==> config.mk <==
export PLATFORM = sky130hd
export DESIGN_NAME = uart_hex_cmd_rx
export DESIGN_NICKNAME = d
export VERILOG_FILES = /design/src/rtl/uart_hex_cmd_rx.sv
export SDC_FILE = /design/constraint.sdc
export NUM_CORES = 1
export LEC_CHECK = 0
export ABC_AREA = 1
export BUFFER_PORTS_ARGS = -buffer_cell sky130_fd_sc_hd__buf_2
export CELL_PAD_IN_SITES_DETAIL_PLACEMENT = 1
export CELL_PAD_IN_SITES_GLOBAL_PLACEMENT = 2
export CORE_ASPECT_RATIO = 0.6
export CORE_UTILIZATION = 32
export DETAILED_ROUTE_END_ITERATION = 7
export PLACE_DENSITY = 0.78
export SETUP_SLACK_MARGIN = 0.05
export SYNTH_ARGS = -nofsm -noshare
export SYNTH_HDL_FRONTEND = slang
export SYNTH_SLANG_ARGS = --single-unit
==> constraint.sdc <==
create_clock -name clk -period 1.9 [get_ports clk]
set_input_delay 0.19 -clock clk [delete_from_list [all_inputs] [get_ports clk]]
set_output_delay 0.19 -clock clk [all_outputs]
set_load 0.01 [all_outputs]
==> src/rtl/uart_hex_cmd_rx.sv <==
// ASCII hex line parser: turns "<hex digits><CR|LF>" from uart_rx into a 32-bit
// value and answers each completed line with a single ack byte through uart_tx.
module uart_hex_cmd_rx #(
    parameter int         MAX_DIGITS = 8,
    parameter logic [7:0] ACK_OK     = 8'h4B,
    parameter logic [7:0] ACK_ERR    = 8'h3F
) (
    input  logic        clk,
    input  logic        rst,
    input  logic [7:0]  rx_data,
    input  logic        rx_ready,
    output logic        rx_ready_rst,
    output logic [7:0]  tx_data,
    output logic        tx_start,
    input  logic        tx_busy,
    output logic [31:0] cmd_value,
    output logic        cmd_valid,
    output logic        cmd_error
);

    typedef enum logic [2:0] {IDLE, ACC, DISCARD, ACK_START, ACK_WAIT} state_t;

    localparam logic [3:0] MAX_CNT = 4'(MAX_DIGITS);

    state_t      state, state_n;
    logic [31:0] acc, acc_n, value_n;
    logic [3:0]  cnt, cnt_n;
    logic [3:0]  nib;
    logic [7:0]  data_n;
    logic        consumed, take, is_digit, is_term, valid_n, error_n;

    // Character classification; letters map as low nibble + 9 ('A'/'a' -> 10).
    always_comb begin
        is_digit = 1'b1;
        nib      = 4'd0;
        if (rx_data >= 8'h30 && rx_data <= 8'h39)
            nib = rx_data[3:0];
        else if ((rx_data >= 8'h41 && rx_data <= 8'h46) ||
                 (rx_data >= 8'h61 && rx_data <= 8'h66))
            nib = rx_data[3:0] + 4'd9;
        else
            is_digit = 1'b0;
        is_term = (rx_data == 8'h0D) || (rx_data == 8'h0A);
    end

    assign take = rx_ready && !consumed &&
                  (state == IDLE || state == ACC || state == DISCARD);

    assign tx_start = (state == ACK_START);

    always_comb begin
        state_n = state;
        acc_n   = acc;
        cnt_n   = cnt;
        value_n = cmd_value;
        data_n  = tx_data;
        valid_n = 1'b0;
        error_n = 1'b0;
        case (state)
            IDLE: begin
                // A bare terminator (e.g. the LF of CRLF) is silently skipped.
                if (take && is_digit) begin
                    acc_n   = {28'd0, nib};
                    cnt_n   = 4'd1;
                    state_n = ACC;
                end else if (take && !is_term) begin
                    state_n = DISCARD;
                end
            end
            ACC: begin
                if (take) begin
                    if (is_term) begin
                        value_n = acc;
                        valid_n = 1'b1;
                        data_n  = ACK_OK;
                        state_n = ACK_START;
                    end else if (is_digit && cnt != MAX_CNT) begin
                        acc_n = {acc[27:0], nib};
                        cnt_n = cnt + 4'd1;
                    end else begin
                        state_n = DISCARD;
                    end
                end
            end
            DISCARD: begin
                if (take && is_term) begin
                    error_n = 1'b1;
                    data_n  = ACK_ERR;
                    state_n = ACK_START;
                end
            end
            ACK_START: begin
                if (tx_busy)
                    state_n = ACK_WAIT;
            end
            ACK_WAIT: begin
                if (!tx_busy) begin
                    acc_n   = 32'd0;
                    cnt_n   = 4'd0;
                    state_n = IDLE;
                end
            end
            default: state_n = IDLE;
        endcase
    end

    always_ff @(posedge clk) begin
        if (rst) begin
            state        <= IDLE;
            acc          <= 32'd0;
            cnt          <= 4'd0;
            consumed     <= 1'b0;
            rx_ready_rst <= 1'b0;
            tx_data      <= 8'd0;
            cmd_value    <= 32'd0;
            cmd_valid    <= 1'b0;
            cmd_error    <= 1'b0;
        end else begin
            state        <= state_n;
            acc          <= acc_n;
            cnt          <= cnt_n;
            // Blocks re-taking the same byte until uart_rx has dropped rx_ready.
            consumed     <= take ? 1'b1 : (rx_ready ? consumed : 1'b0);
            rx_ready_rst <= take;
            tx_data      <= data_n;
            cmd_value    <= value_n;
            cmd_valid    <= valid_n;
            cmd_error    <= error_n;
        end
    end

endmodule

==> impl_results.md <==
* Core area at roughly 11000 µm²
* Nets at 560
* Top_reg_cell synth: dfxtp_1
* Multi-input logic area at 1600 µm²
* DIE HEIGHT at 82.9 µm
* Least-Margin Pin Slew at 0.539 ns
* LEAKAGE at just under 2 nW
* Die width at about 140 µm
* Fmax achieved at ~560 MHz
* Distinct cells, synth at 32
* Combinational share of power at 42.1%
* Max Cap Viol at 0
* Delay of the slowest critical-path stage at between 0.3 and 0.4 ns
* Num ports at 56
* DP HPWL at between 6000 and 7000 µm
* Vias at ~3400
* Vias in the first global route at around 3300
* Worst VDD drop at between 0.6 and 0.7 mV
* CTS tree: yes
* Final setup fails at 0
* Maximum buffer depth of the clock tree at 2
* Cell Int Power at 0.00419 W
* Ant diodes at 0
* Crit start category: register
* Fin cells at around 690
* Residual DRC at 0
* R2r startpoint: state[0]
* Crit-path cells: inv_6 > nor3_4 > buf_6 > o211ai_4 > nor2_4 > nand3_4 > clkbuf_16 > nand2_1 > nand2_1 > nor2_1
* Top-area cell type share of the netlist area at 44.7%
* Filler cells at about 1300
* Synth area leader: dfxtp_1
* Clock Skew at approximately 0.009 ns
* CTS Buf Count at 9
* Layout cells sized above 1 at about a quarter
* Crit path buffers/inverters at 3
* Final Max Slew Viols at 0
* Starting Density at between 30% and 40%
* Seq pwr share at 28.2%
* Yosys warning count at 0
* Final ANT Viol Nets at 0
* R2R cell count at 10
* First-pass GRT wire length at around 17000 µm
* Cell Area, Synth at ~3500 µm²
* RSZ-0062 raised after global routing: yes
* Worst path most repeated cell: nand2_1
* Post-Syn Instances at 478
* Data required, critical path at about 2.2 ns
* Die area at between 10000 and 15000 µm²
* Setup Slack @ Placement at -0.0471 ns
* Final Wtd Congestion at ~0.83
* Period utilization at 94.8%
* Worst R2R Setup Slack at roughly 0.099 ns
* CP max stage cell: dfxtp_4
* H-tree depth at 3
* Net Count, Synth at roughly 500
* Final hold vios at 0
* Dpl cells at 658
* Row count at 29
* PwrDens at 1500 nW/µm²
* Hold path endpoint: consumed
* Synthesized area per cell at ~7.3 µm²
* HP Start: rx_ready
* Hold_buf cts at 0
* Sinks on Clock Net at 78
* Gr usage total at about a fifth
* WS Path Type: reg -> reg
* Critical Path End Type: register
* Grt total ovfl at 0
* Sw frac at approximately 38%
* Clk Tree Root Cell: clkbuf_16
* Status: finished clean
* Asr flop ratio synth at 0%
* Synth-to-Final Area Change at 28.4%
* Clock network power share at between 20 and 30%
* CP arrival at between 2 and 2.5 ns
* Crit-path max FO at 6
* FF+latch count, synth at a little under 80
* Initial antenna violation count at 0
* Worst hold stages at 3
* DR vias/cell at between 4 and 5
* TritonRoute pass-1 iters at 4
* Fin worst setup slack at approximately 0.099 ns
* Max-Slew Margin vs Limit at 63.7%
* Pin count of the biggest net entering global routing at 59
* Per-cell routed wire length at between 15 and 20 µm
* Worst skew pair latency at 0.34 ns
* Post-synthesis sequential area ratio at 44.7%
* Drt initial violations at approximately 180
* Worst min-delay path class: in -> reg
* Post-synth EDFFs at 0
* Reg area at around 1600 µm²
* Delay-heaviest family, CP: simple AND/OR/NAND/NOR gates
* Clock-pin transition on the worst setup and hold timing paths at roughly 0.070 ns
* Dominant cells by area after synthesis: dfxtp_1 (45%), a21oi_1 (9.9%), nand2_1 (7.5%)
* # port buffers at 54
* Sw Pwr at about 0.0025 W
* Worst reg2reg endpoint: acc[8]
* Post-Route WL at approximately 10000 µm
* Min Clock Period, post-route at ~1.8 ns
## synthesized netlist by cell type, drive strengths merged (6+ instances only)
library cell	instances
inv	54
nor2	65
ha	6
a21oi	70
nand4	27
dfxtp	78
clkbuf	10
nand2	75
nand3	17
o21ai	38
buf	23
## worst register-to-register path, cell delays in order (launching register included)
cell	delay, ns
dfxtp_4	0.38
inv_6	0.05
nor3_4	0.28
buf_6	0.15
o211ai_4	0.08
nor2_4	0.20
nand3_4	0.17
clkbuf_16	0.20
nand2_1	0.05
nand2_1	0.05
nor2_1	0.12
## metal layers
layer | part of all wire (%) | vias to the layer above | wire length, µm | track usage, %
li1 | - | 1688 | - | -
met1 | 53 | 1618 | 5430 | 27.5
met2 | 43 | 63 | 4420 | 26.9
met3 | 4.0 | 7 | 409 | 4.52
met4 | 0.61 | 0 | 63 | 5.09
met5 | 0 | - | 0 | 0
## layout make-up
| cell class | count | share of cell area [%] |
|---|---|---|
| Sequential cell | 78 | 34.9 |
| Clock inverter | 7 | 2.68 |
| Timing Repair Buffer | 85 | 13.0 |
| Tap cell | 139 | 3.88 |
| Clock buffer | 9 | 5.02 |
| Multi-Input combinational cell | 312 | 35.7 |
| Inverter | 56 | 4.80 |
## cells in the final DEF (no fill, tap or decap), types with 3 or more instances in the layout
cell,count
buf_2,54
inv_2,3
nand3_1,16
a21oi_2,5
buf_6,5
clkbuf_16,11
inv_1,50
buf_4,22
bufinv_16,3
o21ai_0,36
dfxtp_1,75
nand4_1,27
nor2_1,61
nand2_1,64
nand2_2,11
ha_1,6
a21oi_1,65
## kinds of logic (layout without fill, tap and decap cells)
family,after synthesis,in the layout,synth area share [%]
other,1,1,0.107
adder cells (fa/ha/maj),6,6,2.15
XOR/XNOR,3,3,0.752
AO/OA/AOI/OAI,114,114,17.1
AND/OR/NAND/NOR,187,188,24.1
buffers and inverters,89,157,11.1
flip-flops,78,78,44.7
## per-stage QoR
stage | cell area [µm²] | total power, W | util [%] | TNS [ns] | hold slack (ns)
2_1_floorplan | 3490 | 0.00337 | - | 0 | 0.337
3_3_place_gp | 3940 | 0.00405 | 37.2 | 0 | 0.447
3_5_place_dp | 3940 | 0.00409 | 37.2 | -0.459 | 0.453
4_1_cts | 4290 | 0.00611 | 40.4 | 0 | 0.115
5_1_grt | 4490 | 0.00712 | 42.3 | -0.215 | 0.126
6_report | 4490 | 0.00671 | 42.3 | 0 | 0.124
## repair_timing
item	CTS	global route
endpoints found under the setup margin	0	65
buffers inserted	0	8
gates resized for setup	0	24
## how the worst max path moves through the flow
stage               slack (ns)  cells past startpoint      end       start
global route             -0.02                      9   cnt[2]    state[0]
detailed placement       -0.05                     14   acc[9]  rx_data[0]
floorplan                 0.33                     12  acc[13]  rx_data[1]
global placement          0.02                     13   acc[1]  rx_data[0]
CTS                       0.11                     10   acc[9]    state[1]
finish                     0.1                     10   acc[8]    state[0]
## power groups by stage
stage	registers (W)	logic [W]	clock network, W
6_report	0.00189	0.00282	0.00200
5_1_grt	0.00191	0.00310	0.00211
3_5_place_dp	0.00191	0.00218	0
2_1_floorplan	0.00188	0.00149	0
3_3_place_gp	0.00190	0.00215	0
4_1_cts	0.00187	0.00220	0.00204
## state kept, by name, indices dropped and copies added, names as in the netlist
signal and count:
cmd_error 1, cnt 4, cmd_value 32, acc 32
state 3, cmd_valid 1, consumed 1, rx_ready_rst 1
tx_data 3
No activity file was read; power rests on OpenSTA's default activity.
